## config.mk

```make
export PLATFORM = sky130hd
export DESIGN_NAME = bram_port_arb
export DESIGN_NICKNAME = d
export VERILOG_FILES = /design/src/rtl/bram_port_arb.sv
export SDC_FILE = /design/constraint.sdc
export NUM_CORES = 1
export LEC_CHECK = 0
export BUFFER_PORTS_ARGS = -buffer_cell sky130_fd_sc_hd__buf_2
export CAP_MARGIN = 20
export CORE_AREA = 4 4 122 124
export DETAILED_ROUTE_END_ITERATION = 7
export DIE_AREA = 0 0 126 128
export GPL_ROUTABILITY_DRIVEN = 0
export PLACE_DENSITY = 0.72
export SKIP_CTS_REPAIR_TIMING = 1
export SLEW_MARGIN = 20
export SYNTH_ARGS = -nofsm -noshare
export SYNTH_HDL_FRONTEND = slang
export SYNTH_SLANG_ARGS = --single-unit
```

## constraint.sdc

```tcl
create_clock -name clk -period 2.25 [get_ports clk]
set_input_delay 0 -clock clk [delete_from_list [all_inputs] [get_ports clk]]
set_output_delay 0 -clock clk [all_outputs]
set_load 0.05 [all_outputs]
```

## src/rtl/bram_port_arb.sv

```systemverilog
// Two-client round-robin arbiter and burst sequencer in front of a single-port 32-bit BRAM.
// Latency: grant and first BRAM access 1 cycle after request; read data 1 cycle after each beat.
// Backpressure: clients hold req until gnt; losers wait for IDLE/RD_LAST, no preemption.
module bram_port_arb #(
   parameter int LEN_W   = 9,
   parameter int WADDR_W = 30
) (
   input  logic               clk,
   input  logic               rst,
   input  logic               c0_req,
   input  logic               c0_we,
   input  logic [WADDR_W-1:0] c0_base,
   input  logic [LEN_W-1:0]   c0_len,
   input  logic [31:0]        c0_wdata,
   output logic               c0_gnt,
   output logic               c0_rvalid,
   output logic [31:0]        c0_rdata,
   output logic               c0_done,
   input  logic               c1_req,
   input  logic               c1_we,
   input  logic [WADDR_W-1:0] c1_base,
   input  logic [LEN_W-1:0]   c1_len,
   input  logic [31:0]        c1_wdata,
   output logic               c1_gnt,
   output logic               c1_rvalid,
   output logic [31:0]        c1_rdata,
   output logic               c1_done,
   output logic [31:0]        bram_addr,
   output logic               bram_en,
   output logic [3:0]         bram_wen,
   output logic [31:0]        bram_din,
   input  logic [31:0]        bram_dout
);

   typedef enum logic [1:0] {IDLE, RD, RD_LAST, WR} state_t;

   state_t             state_q, state_d;
   logic               owner_q, owner_d;   // 0 = client 0
   logic               last_q, last_d;     // last owner; resets to 1 so client 0 wins the first tie
   logic [WADDR_W-1:0] word_q, word_d;     // current word index
   logic [LEN_W-1:0]   rem_q, rem_d;       // beats left including the current one
   logic [31:0]        wdata_q, wdata_d;
   logic [1:0]         gnt_q, gnt_d;
   logic [1:0]         rvalid_q, rvalid_d;

   logic               pick;
   logic               sel_we;
   logic [WADDR_W-1:0] sel_base;
   logic [LEN_W-1:0]   sel_len;
   logic [31:0]        sel_wdata;
   logic [1:0]         done_vec;

   // Round-robin choice and the winner's command fields
   always_comb begin
      if (c0_req && c1_req) begin
         pick = ~last_q;
      end else begin
         pick = c1_req;
      end
      sel_we    = pick ? c1_we    : c0_we;
      sel_base  = pick ? c1_base  : c0_base;
      sel_len   = pick ? c1_len   : c0_len;
      sel_wdata = pick ? c1_wdata : c0_wdata;
   end

   // Next-state: burst stepping, then arbitration in IDLE and RD_LAST
   always_comb begin
      state_d  = state_q;
      owner_d  = owner_q;
      last_d   = last_q;
      word_d   = word_q;
      rem_d    = rem_q;
      wdata_d  = wdata_q;
      gnt_d    = 2'b00;
      rvalid_d = 2'b00;
      // read data returns one cycle after every RD beat
      if (state_q == RD) begin
         rvalid_d[owner_q] = 1'b1;
      end
      case (state_q)
         RD: begin
            if (rem_q == LEN_W'(1)) begin
               state_d = RD_LAST;
            end else begin
               rem_d  = rem_q - LEN_W'(1);
               word_d = word_q + WADDR_W'(1);
            end
         end
         default: state_d = IDLE;
      endcase
      if ((state_q == IDLE || state_q == RD_LAST) && (c0_req || c1_req)) begin
         owner_d      = pick;
         last_d       = pick;
         gnt_d[pick]  = 1'b1;
         word_d       = sel_base;
         rem_d        = (sel_len == '0) ? LEN_W'(1) : sel_len;
         wdata_d      = sel_wdata;
         state_d      = sel_we ? WR : RD;
      end
   end

   // State registers with synchronous reset; reset aborts any burst in flight
   always_ff @(posedge clk) begin
      if (rst) begin
         state_q  <= IDLE;
         owner_q  <= 1'b0;
         last_q   <= 1'b1;
         word_q   <= '0;
         rem_q    <= '0;
         wdata_q  <= '0;
         gnt_q    <= 2'b00;
         rvalid_q <= 2'b00;
      end else begin
         state_q  <= state_d;
         owner_q  <= owner_d;
         last_q   <= last_d;
         word_q   <= word_d;
         rem_q    <= rem_d;
         wdata_q  <= wdata_d;
         gnt_q    <= gnt_d;
         rvalid_q <= rvalid_d;
      end
   end

   // BRAM port drive and completion strobes decoded from state
   always_comb begin
      bram_en   = 1'b0;
      bram_wen  = 4'b0000;
      bram_addr = '0;
      bram_din  = '0;
      done_vec  = 2'b00;
      case (state_q)
         RD: begin
            bram_en   = 1'b1;
            bram_addr = 32'({word_q, 2'b00});
         end
         WR: begin
            bram_en           = 1'b1;
            bram_wen          = 4'b1111;
            bram_addr         = 32'({word_q, 2'b00});
            bram_din          = wdata_q;
            done_vec[owner_q] = 1'b1;
         end
         RD_LAST: done_vec[owner_q] = 1'b1;
         default: ;
      endcase
   end

   assign c0_gnt    = gnt_q[0];
   assign c1_gnt    = gnt_q[1];
   assign c0_rvalid = rvalid_q[0];
   assign c1_rvalid = rvalid_q[1];
   assign c0_done   = done_vec[0];
   assign c1_done   = done_vec[1];
   assign c0_rdata  = bram_dout;
   assign c1_rdata  = bram_dout;

endmodule

```

**Yosys cells after proc, flatten, opt, wreduce, memory -nomap -nowiden**

Index checks and enable logic that the tools add are counted.

- Bits of input ports: 180
- Word-level logic and storage cells: 62
- Flip-flop bits (word level): 79
- Output and inout bits: 139

- Add/subtract/negate cells: 2
- Reduce and logical (&&, ||, !) cells: 14
- $lt $le $gt $ge: 4
- Bitwise logic cells: 3
- Muxes and demuxes: 25
- Equality and inequality tests: 6

Operators by type and width:

| operator | number |
|---|---|
| $mux 30 | 4 |
| $mux 32 | 3 |
| $mux 9 | 5 |
| $add 30x1->30 const B | 1 |
| $mux 2 | 5 |
| $eq 9x1->1 const B | 1 |
| $logic_not 9->1 | 1 |
| $sub 9x1->9 const B | 1 |
| $reduce_or 2->1 | 4 |
| $mux 1 | 5 |
| $eq 2x2->1 const B | 2 |
| $logic_and 1x1->1 | 4 |
| $lt 1x2->1 const B | 2 |
| $mux 4 | 1 |
| $ne 3x1->1 const B | 1 |
| $not 1->1 | 3 |
| $demux 1 s1 | 2 |
| $eq 2x1->1 const B | 1 |
| $ge 1x1->1 const B | 2 |
| $logic_not 2->1 | 1 |
| $logic_or 1x1->1 | 2 |
| $ne 2x1->1 const B | 1 |
| $reduce_and 2->1 | 1 |
| $reduce_bool 2->1 | 1 |

**Depth between registers and ports, before layout**

Gate-level depths: netlist of the first run.

- Depth after elaboration: 6
- Gate-level depth with buffers: 9
- Gate-level depth less buffers: 7

**Worst setup path before layout of the first run**

OpenSTA, ideal clock, no wires.

- Kind: reg-to-reg
- Start: register rem_q[1]
- End: register rem_q[6]
- Library setup time: 0.132 ns
- Required time: 2.118 ns
- Cell stages (with the launch flop): 9
- Arrival: 1.698 ns
- Buffers on the path: 1
- Setup slack: 0.420 ns
- Cell sequence: dfxtp_1 inv_1 ha_1 nor4b_2 a21o_1 buf_4 or4_1 nand4b_1 o311ai_1

- Word-level cells in the longest chain between the ends: 4
- Elaborated cells between the ends (all ways): 7
- Those cells by class: add/sub (1); eq/ne (2); mux (3); reduce/logical (1)

RTL lines:

| item | line | RTL |
|---|---|---|
| from (decl) | 41 | `logic [LEN_W-1:0] rem_q, rem_d;` |
| from (signal assigned) | 118 | `rem_q <= rem_d;` |
| $sub 9x1->9 | 85 | `rem_d = rem_q - LEN_W'(1);` |
| $mux 9 | 82 | `if (rem_q == LEN_W'(1)) begin` |
| $mux 9 | 80 | `case (state_q)` |
| $mux 9 | 91 | `if ((state_q == IDLE \|\| state_q == RD_LAST) && (c0_req \|\| c1_req)) begin` |

Parallel ways exist; a longest one is shown, timed or not. The select of a mux whose other input is x is not followed.
A chain may end at the register's enable or synchronous reset.

**Worst setup path after layout of the first run**

- Start: register last_q
- End: register wdata_q[21]

- Word-level cells in the longest chain between the ends: 3

RTL lines:

| item | line | RTL |
|---|---|---|
| from (decl) | 39 | `logic last_q, last_d;` |
| from (signal assigned) | 116 | `last_q <= last_d;` |
| $not 1->1 | 56 | `pick = ~last_q;` |
| $mux 1 | 55 | `if (c0_req && c1_req) begin` |
| $mux 32 | 63 | `sel_wdata = pick ? c1_wdata : c0_wdata;` |
| to (signal assigned) | 119 | `wdata_q <= wdata_d;` |
| to (decl) | 42 | `logic [31:0] wdata_q, wdata_d;` |

No other way between the ends.

==> metrics.md, run 1 <==
| Metric | Value |
|---|---|
| Die width | 126 um |
| Non-Filler Instances | 1095 |
| # fillers | 1329 |
| Post-route total power | 4.441 mW |
| Outcome | completed |
| Final wirelength | 18990 um |
| Register area share after synthesis | 29.77% |
| Final hold vios | 0 |
| Root Driver | clkbuf_16 |
| Initial DRC Count | 384 |
| Setup TNS | 0 ps |
| Largest family of logic cells by synthesized area | simple AND/OR/NAND/NOR gates |
| Synth Area in Compound Gates | 17.62% |
| Post-synthesis simple-gate area fraction | 33.35% |
| IO Port Bufs | 220 |
| Hold Slack | 0.02452 ps |
| Clock Path Buffers | 2 |
| Layout cells sized above 1 | 29.84% |
| Overall via count from detail_route | 5854 |
| Max-Cap Viols | 0 |
| Initial core utilization | 38.57% |
| Period utilisation layout | 97.35% |
| # rows | 43 |
| First-pass GRT wire length | 27450 um |
| VDD IR-drop max | 0.3668 mV |
| DP Worst Slack | 185.1 ps |
| Die Y-Extent | 128 um |
| Die area | 0.01613 mm2 |
| N_diodes | 0 |
| Slew at the pin closest to its max-slew limit | 577.7 ps |
| Top-area cell type share of the netlist area | 29.77% |
| Gr usage total | 21.10% |
| Worst Skew | 3.863 ps |
| Initial antenna violation count | 1 |
| Setup crit end kind | register |
| Ys async rst share | 0% |
| HPWL after DPL | 13070 um |
| Syn avg cell area | 7.441 um2 |
| Crit path arrival time | 2480 ps |
| PnR worst setup slack | 59.66 ps |
| Post-Synth XOR/XNOR Area | 2.803% |
| Post-synth EDFFs | 0 |
| Largest net degree at the start of global routing | 58 |
| Overflow after GRT | 0 |
| Multiplexer share of the synthesized area | 0.9421% |
| Core area | 0.01377 mm2 |
| Num CTS Buffers | 9 |
| Average wire per standard cell | 17.34 um |
| Synth Area in Adders | 0.7065% |
| Flops & latches, synth | 79 |
| CTS tree | done |
| Slew headroom | 61.41% |
| Post-synthesis cell type count | 59 |
| Worst skew pair latency | 340 ps |
| Area of the mapped netlist | 0.005313 mm2 |
| Post-route minimum period | 2190 ps |
| Vias per Instance | 5.346 |
| Critical path fanouts, max | 49 |
| Hold Crit Class | primary input to output pin |
| FMAX | 456.6 MHz |
| Main synth FF type | dfxtp_1 |
| H-tree level count | 3 |
| # DRC | 0 |
| Post-synth top area cell | dfxtp_1 |
| Cells after DPL | 1011 |
| Syn. warnings | 0 |
| Clock sink total | 79 |
| Leakage | 3.392 nW |
| Final setup fails | 0 |
| CP Launch Type | register |
| Pre-antenna DRT Iters | 4 |
| Number of antenna-violating nets in the routed design | 0 |
| # IOs | 319 |
| Clock slew at reported path FFs | 60 ps |
| Via count of the first global-routing pass | 5282 |
| Kind of critical path | register to register |
| Area delta synth->final | 33.04% |
| Max Slew Vio Count | 0 |
| Layout Nets | 1093 |
| Synth area leaders | dfxtp_1 30%, nand2_1 10%, buf_4 10% |
| PwrDens | 628.3 mW/mm2 |
| Post-Synthesis Cells | 714 |
| CP Data Required Time | 2540 ps |
==> path summary, 6_finish.rpt <==
kind                              end  slack (ps)                startpoint  cells after the start
max          wdata_q[21]$_SDFFE_PP0N_          60       last_q$_SDFFE_PP1N_                      6
min                       c0_rdata[9]        0.02              bram_dout[9]                      0
min reg2reg  wdata_q[19]$_SDFFE_PP0N_         500  wdata_q[19]$_SDFFE_PP0N_                      2
max reg2reg  wdata_q[21]$_SDFFE_PP0N_          60       last_q$_SDFFE_PP1N_                      6
==> registers in the layout, indices dropped and copies added, names as in the netlist <==
name,flops
gnt_q,2
wdata_q,32
owner_q,1
rem_q,9
last_q,1
state_q,2
word_q,30
rvalid_q,2
==> final cells by class <==
cell class,instances,area (um2),area share [%]
sequential,79,1583,22.39
clock buffer,15,247.7,3.505
multi-input combinational,505,2979,42.15
timing repair buffer,310,2009,28.43
inverter,5,18.77,0.2655
tap,180,225.2,3.186
clock inverter,1,5.005,0.07081
==> cell usage after synthesis (all sizes together), types with 2 or more instances <==
cell    count
buf        83
a31o        5
a31oi      13
a21o        2
nor4       10
o21ai       4
a21oi      21
or4         3
a32oi       3
and3       46
nand4      11
xor2        8
nor3b       3
a211oi     15
a311oi     38
clkbuf     43
nand4b      2
nand2b      7
dfxtp      79
ha          3
nor2       55
and4        9
nand2     144
o22ai       6
nor2b       2
inv         5
xnor2       9
a21boi      6
or3         2
o31ai       2
nor3       10
nand3      13
o211ai      2
mux2i       5
and2       34
==> per-layer routing <==
metal  global-route usage (%)  share of wire, %
met5                        0             0.063
met4                    8.644               2.8
met3                    6.167               9.2
met2                    35.40                48
met1                    25.36                40
==> power by group <==
group	total [mW]	internal (mW)	switching, mW
logic	1.40	0.578	0.825
registers	1.71	1.56	0.150
clock network	1.32	0.749	0.574
==> critical path: stages (launching register included) <==
cell,delay [ps]
dfxtp_1,360
a21boi_4,240
buf_12,290
buf_4,260
nand2_1,130
a311oi_1,270
dlygate4sd3_1,580
==> cells by family after synthesis <==
| kind of cell | Yosys count |
|---|---|
| DFF | 79 |
| buffers and inverters | 131 |
| AOI/OAI and AO/OA | 125 |
| adders and majority gates | 3 |
| and+or+nand+nor | 353 |
| other | 1 |
| muxes | 5 |
| xor gates and xnor gates | 17 |
==> placed cells by master, fill, tap and decap left out, types with 8 or more instances in the layout <==
cell / count
and3_1: 46
a211oi_1: 14
nor3_1: 9
nor4_1: 8
nand2_1: 144
buf_4: 17
and4_1: 9
and2_1: 33
dfxtp_1: 78
a31oi_1: 13
nor2_1: 55
a311oi_1: 38
nand3_1: 11
dlygate4sd3_1: 68
a21oi_1: 20
clkbuf_16: 9
xor2_1: 8
xnor2_1: 9
nand4_1: 11
buf_2: 220
==> metrics by stage <==
step,utilization [%],area (um2)
4_1_cts,46.33,6381
3_5_place_dp,44.49,6128
3_3_place_gp,44.49,6128
6_report,51.32,7068
5_1_grt,51.32,7068
2_1_floorplan,-,5316
Note: power is estimated with default switching activity, not from simulation.
==> run 2, diff against run 1 <==
Settings changed: ABC_AREA from default to 1, CORE_AREA 4 4 122 124 to 4 4 121 123, DIE_AREA 0 0 126 128 to 0 0 125 127, PLACE_DENSITY 0.72 to 0.77.
==> metrics.md, run 2 <==
| Metric | Value |
|---|---|
| Max Slew Vio Count | 0 (unchanged) |
| # DRC | 0 (unchanged) |
| Crit path top cell by count | nand2_1 |
| Period utilisation layout | 96.43% (-0.92 points) |
| Leakage | 3.834 nW (+13%) |
| Crit path arrival time | 2460 ps (-20 ps) |
| CTS tree | done |
| Biggest register | wdata_q |
| Initial DRC Count | 526 (+37%) |
| Final core occ | 54.36% (+3.0 points) |
| Number of antenna-violating nets in the routed design | 0 (unchanged) |
| PwrDens | 649.6 mW/mm2 (+3.4%) |
| Crit-path cells | nand2_1 -> nand2_2 -> inv_2 -> buf_12 -> nand2_1 -> a31oi_1 -> dlygate4sd3_1 |
| Die area | 0.01588 mm2 (-1.6%) |
| FMAX | 460.9 MHz (+0.95%) |
| Post-Synthesis Cells | 981 (+37%) |
| Cell at the slowest stage of the critical path | dlygate4sd3_1 |
| Final setup fails | 0 (unchanged) |
| N_diodes | 0 (unchanged) |
| Syn. warnings | 0 (unchanged) |
| Slew headroom | 60.97% (-0.44 points) |
| Clock Path Buffers | 2 (unchanged) |
| Initial core utilization | 42.33% (+3.8 points) |
| Outcome | finished with violations |
| Main synth FF type | dfxtp_1 |
| CP delay by family, top | buffers and inverters |
| Layout Nets | 1353 (+24%) |
| Slew at the pin closest to its max-slew limit | 584.6 ps (+6.834 ps) |
| Post-synthesis cell type count | 36 (-39%) |
| Largest net degree at the start of global routing | 80 (+38%) |
| Die Y-Extent | 127 um (-0.78%) |
| Kind of critical path | register to register |
| Root Driver | clkbuf_16 |
| Top-area cell type share of the netlist area | 27.34% (-2.4 points) |
| PnR worst setup slack | 80.26 ps (+20.60 ps) |
| Buf/Inv on CP | 3 (unchanged) |
| Most frequent cell after synthesis | nand2_1 |
| Average wire per standard cell | 14.44 um (-17%) |
| Hold Slack | -15.77 ps (-15.79 ps) |
| VDD IR-drop max | 0.4657 mV (+27%) |
| DP Worst Slack | 378.5 ps (+193.5 ps) |
| Area delta synth->final | 28.42% |
| Gr usage total | 22.23% (+1.1 points) |
| Clock slew at reported path FFs | 70 ps (about the same) |
| Top Registers | wdata_q: 32 flops, word_q: 30 flops, rem_q: 9 flops |
| CP max stage delay | 590 ps (about the same) |
| Max-Cap Viols | 0 (unchanged) |
| Syn avg cell area | 5.896 um2 (-21%) |
| Setup crit end kind | register |
| Synth cell count leaders | 307 x nand2_1, 136 x nor2_1, 94 x inv_1, 79 x dfxtp_1, 75 x o21ai_0 |
| Layout cells sized above 1 | 22.64% (-7.2 points) |
| Critical path fanouts, max | 32 (-35%) |
| # fillers | 1354 (+1.9%) |
| Core area | 0.01367 mm2 (-0.78%) |
| Vias per Instance | 5.028 (-5.9%) |
| H-tree level count | 3 (unchanged) |
| Flops & latches, synth | 79 (unchanged) |
| # rows | 43 (unchanged) |
| Commonest cells after routing, fill and taps aside | 306 x nand2_1, 220 x buf_2, 136 x nor2_1, 92 x inv_1, 79 x dfxtp_1 |
| Final hold vios | 2 (+2) |
| Hold Crit Class | primary input to register |
| Ys async rst share | 0% (unchanged) |
| CP Launch Type | register |
| Num CTS Buffers | 9 (unchanged) |
| Register area share after synthesis | 27.34% (-2.4 points) |
| Synth area leaders | dfxtp_1 27%, nand2_1 20%, buf_4 9.2% |
| IO Port Bufs | 220 (unchanged) |
| # IOs | 319 (unchanged) |
| Pre-antenna DRT Iters | 5 (+1) |
| Clock sink total | 79 (unchanged) |
| CP Data Required Time | 2540 ps (about the same) |
| Number of flip-flops in the largest register | 32 (unchanged) |
| Post-synth top area cell | dfxtp_1 |
| Final wirelength | 19560 um (+3.0%) |
| First-pass GRT wire length | 28910 um (+5.3%) |
| HPWL after DPL | 13570 um (+3.8%) |
| Setup TNS | 0 ps (unchanged) |
| Failing checks | negative hold slack |
| Post-route minimum period | 2170 ps (-20.60 ps) |
| Area of the mapped netlist | 0.005784 mm2 (+8.9%) |
| Via count of the first global-routing pass | 6004 (+14%) |
| Worst Skew | 10.19 ps (+6.329 ps) |
| Leading cell type in the layout, fill and taps excluded | nand2_1 |
| Worst skew pair latency | 350 ps (about the same) |
| Overflow after GRT | 0 (unchanged) |
| Die width | 125 um (-0.79%) |
| Initial antenna violation count | 1 (unchanged) |
| Overall via count from detail_route | 6813 (+16%) |
| Post-synth EDFFs | 0 (unchanged) |
-- run 2: changes by cell type after synthesis, moves of 12 or more --
cell / change
a21oi_1: +28
a311oi_1: -38
a31oi_1: +24
and2_1: -33
and3_1: -46
clkbuf_1: -12
inv_1: +89
nand2_1: +163
nand3_1: +13
nor2_1: +81
o21ai_0: +72
-- run 2: path summary, 6_finish.rpt --
| path | startpoint | endpoint | depth (start not counted) | slack, ps |
|---|---|---|---|---|
| max | last_q$_SDFFE_PP1N_ | wdata_q[21]$_SDFFE_PP0N_ | 7 | 80 |
| min | c1_base[0] | word_q[0]$_SDFFE_PP0P_ | 3 | -20 |
| max reg2reg | last_q$_SDFFE_PP1N_ | wdata_q[21]$_SDFFE_PP0N_ | 7 | 80 |
| min reg2reg | last_q$_SDFFE_PP1N_ | last_q$_SDFFE_PP1N_ | 2 | 480 |
-- run 2: per-layer routing --
metal  wire length [um]  global-route usage (%)  vias up
met5                 13                       0        -
met4                498                   5.867        2
met3               1724                   7.441       53
met2               9722                   40.11      303
met1               7606                   25.26     3070
li1                   -                       -     3385
-- run 2: where the power goes --
| group | internal, mW | switching [mW] |
|---|---|---|
| registers | 1.59 | 0.199 |
| clock network | 0.794 | 0.644 |
| logic | 0.602 | 1.00 |
| total | 2.98 | 1.84 |
-- run 2: worst reg2reg max path, stage by stage, from the launching register on --
cell           delay, ps
dfxtp_1              310
nand2_1               60
nand2_2               70
inv_2                440
buf_12               260
nand2_1              110
a31oi_1              260
dlygate4sd3_1        590
-- run 2: through the flow --
| step | instances | instance area [um2] | power (mW) |
|---|---|---|---|
| 2_1_floorplan | 982 | 5788 | 3.127 |
| 3_3_place_gp | 1274 | 6490 | 3.239 |
| 3_5_place_dp | 1274 | 6490 | 3.261 |
| 4_1_cts | 1290 | 6778 | 4.698 |
| 5_1_grt | 1355 | 7428 | 5.119 |
| 6_report | 1355 | 7428 | 4.825 |
-- run 2: cell type report --
type	count	area [um2]	share of cell area [%]
Timing Repair Buffer	299	1882	25.33
Multi-Input combinational cell	685	3090	41.60
Clock inverter	6	48.80	0.6569
Inverter	96	361.6	4.868
Tap cell	180	225.2	3.032
Clock buffer	10	239.0	3.217
Sequential cell	79	1582	21.29
-- run 2: logic make-up after synthesis --
logic type               count (synthesis)  synth area share, %
AO/OA/AOI/OAI                          170                16.05
XOR/XNOR                                13                1.968
adder cells (fa/ha/maj)                  3               0.6490
buffers and inverters                  218                19.47
flip-flops                              79                27.34
other                                    1              0.06483
AND/OR/NAND/NOR                        497                34.46
==> run 3, diff against run 2 <==
Settings changed: ABC_CLOCK_PERIOD_IN_PS from default to 2250, CORE_AREA 4 4 121 123 to 4 4 135 105, DIE_AREA 0 0 125 127 to 0 0 139 109, PLACE_DENSITY 0.77 to 0.81.
==> metrics.md, run 3 (synthesis results as in run 2) <==
| Metric | Value |
|---|---|
| Outcome | finished with violations |
| Failing checks | negative hold slack |
| HPWL after DPL | 13490 um (-0.58%) |
| Root Driver | clkbuf_16 |
| Period utilisation layout | 97.36% (+0.93 points) |
| Clock power frac | 30.4% (+0.6 points) |
| Clock sink total | 79 (unchanged) |
| Biggest register | wdata_q |
| Worst Skew | 7.217 ps (-2.975 ps) |
| Layout Nets | 1351 (-0.15%) |
| Switching power | 1.806 mW (-2.0%) |
| Worst reg2reg path endpoint | wdata_q[6]$_SDFFE_PP0N_ |
| DP Worst Slack | 382.1 ps (+3.584 ps) |
| H-tree level count | 3 (unchanged) |
| Hold path start | c1_wdata[31] |
| Core area | 0.01279 mm2 (-6.4%) |
| Die width | 139 um (+11%) |
| # IOs | 319 (unchanged) |
| Final setup fails | 0 (unchanged) |
| Die area | 0.01515 mm2 (-4.6%) |
| Setup crit end kind | register |
| Kind of critical path | register to register |
| # DRC | 0 (unchanged) |
| Pre-antenna DRT Iters | 7 (+2) |
| Initial core utilization | 45.22% (+2.9 points) |
| Crit path top cell by count | nand2_1 |
| FMAX | 456.5 MHz (-0.95%) |
| First-pass GRT wire length | 27820 um (-3.8%) |
| Layout cells sized above 1 | 22.53% (-0.11 points) |
| Slew headroom | 51.42% (-9.6 points) |
| GR Layer Usage met1 | 31.93% (+6.7 points) |
| Cell at the slowest stage of the critical path | dlygate4sd3_1 |
| Reg power frac | 36.7% (-0.3 points) |
| Leakage | 3.824 nW (-0.24%) |
| Logic gate share of total power | 32.9% (-0.3 points) |
| Gr usage total | 22.25% (about the same) |
| Final hold vios | 2 (unchanged) |
| Via count of the first global-routing pass | 5581 (-7.0%) |
| Largest net degree at the start of global routing | 69 (-14%) |
| Hold Crit Class | primary input to register |
| Worst hold endpoint | wdata_q[31]$_SDFFE_PP0N_ |
| Clock Path Buffers | 2 (unchanged) |
| Worst r2r src | last_q$_SDFFE_PP1N_ |
| Overflow after GRT | 0 (unchanged) |
| Reg2reg setup slack | 60 ps (-20 ps) |
| Cells on worst reg2reg path | 7 (unchanged) |
| Post-route minimum period | 2191 ps (+20.85 ps) |
| Average wire per standard cell | 14.70 um (+1.8%) |
| CP Data Required Time | 2520 ps (-20 ps) |
| Pint | 3.070 mW (+2.9%) |
| Commonest cells after routing, fill and taps aside | 306 x nand2_1, 219 x buf_2, 136 x nor2_1, 93 x inv_1, 79 x dfxtp_1 |
| PnR worst setup slack | 59.40 ps (-20.85 ps) |
| Max Slew Vio Count | 0 (unchanged) |
| CP Launch Type | register |
| Grt met3 use | 5.392% (-2.0 points) |
| Vias per Instance | 5.049 (+0.42%) |
| GR Util met2 | 33.96% (-6.2 points) |
| IO Port Bufs | 220 (unchanged) |
| PwrDens | 655.6 mW/mm2 (+0.93%) |
| Slew at the pin closest to its max-slew limit | 727.6 ps (+143.1 ps) |
| Buf/Inv on CP | 3 (unchanged) |
| Hold path depth | 3 (unchanged) |
| Final wirelength | 19750 um (+0.94%) |
| VDD IR-drop max | 0.4378 mV (-6.0%) |
| Top Registers | wdata_q: 32 flops, word_q: 30 flops, rem_q: 9 flops |
| GR peak layer | met2 |
| CTS tree | done |
| Critical path fanouts, max | 39 (+22%) |
| Post-route total power | 4.876 mW (+1.1%) |
| Hold Slack | -38.20 ps (-22.43 ps) |
| Leading cell type in the layout, fill and taps excluded | nand2_1 |
| Worst skew pair latency | 340 ps (about the same) |
| Initial antenna violation count | 1 (unchanged) |
| Die Y-Extent | 109 um (-14%) |
| Initial DRC Count | 629 (+20%) |
| Area delta synth->final | 28.57% |
| Clock slew at reported path FFs | 60 ps (about the same) |
| N_diodes | 0 (unchanged) |
| # rows | 36 (-16%) |
| Num CTS Buffers | 9 (unchanged) |
| Max-Cap Viols | 0 (unchanged) |
| Crit path arrival time | 2460 ps (about the same) |
| Number of flip-flops in the largest register | 32 (unchanged) |
| Number of antenna-violating nets in the routed design | 0 (unchanged) |
| Crit-path cells | nand2_1 -> nand2_2 -> inv_2 -> buf_12 -> nand2_1 -> a31oi_1 -> dlygate4sd3_1 |
| Overall via count from detail_route | 6781 (-0.47%) |
| CP max stage delay | 600 ps (about the same) |
| CP delay by family, top | buffers and inverters |
| Switching part of the total | 37.03% (-1.1 points) |
[run 3: cell count changes in the layout (fill, tap and decap cells not counted), sizes merged]
cell,before,now
buf,234,233
bufinv,0,1
clkinv,4,3
clkinvlp,0,2
dlygate4sd3,65,64
inv,98,95
[run 3: worst max-delay path by stage]
stage | end | startpoint | cells past startpoint
finish | wdata_q[6]$_SDFFE_PP0N_ | last_q$_SDFFE_PP1N_ | 7
global route | wdata_q[6]$_SDFFE_PP0N_ | last_q$_SDFFE_PP1N_ | 7
CTS | word_q[26]$_SDFFE_PP0P_ | word_q[0]$_SDFFE_PP0P_ | 10
detailed placement | rem_q[6]$_SDFFE_PP0P_ | rem_q[1]$_SDFFE_PP0P_ | 10
global placement | rem_q[6]$_SDFFE_PP0P_ | rem_q[1]$_SDFFE_PP0P_ | 10
floorplan | word_q[5]$_SDFFE_PP0P_ | rem_q[1]$_SDFFE_PP0P_ | 12
[run 3: layout make-up]
cell class	instances	area (um2)
repair buffers	297	1892
well taps	171	214.0
multi-input cells	685	3090
inverters	96	361.6
clock inverters	5	58.81
fillers	1248	5355
flip-flops and latches	79	1582
clock buffers	10	239.0
[run 3: power groups by stage]
stage / clock (mW) / sequential (mW) / combinational (mW)
4_1_cts: 1.49 / 1.78 / 1.46
3_5_place_dp: 0 / 1.80 / 1.45
6_report: 1.48 / 1.79 / 1.61
2_1_floorplan: 0 / 1.76 / 1.37
5_1_grt: 1.55 / 1.81 / 1.77
3_3_place_gp: 0 / 1.80 / 1.43
[run 3: worst reg2reg max path: cells and delay by family (launching register included)]
kind	cells	cell delay (ps)
AOI/OAI and AO/OA	1	220
buffers and inverters	3	1390
DFF	1	310
and+or+nand+nor	3	200
[run 3: stage by stage]
step	util, %	cell area [um2]	TNS (ps)	cells	hold WS [ps]
global placement	50.80	6499	0	1264	0.4979
detailed placement	50.80	6499	0	1264	0.4979
floorplan	-	5788	0	982	151.8
CTS	53.13	6797	0	1279	-80.97
finish	58.14	7437	0	1343	-38.20
global route	58.14	7437	-346.6	1343	0.1096
[run 3: per-layer routing]
layer,vias up,share of wire [%]
li1,3384,-
met1,3010,44
met2,343,46
met3,42,7.8
met4,2,1.8
met5,-,0.071
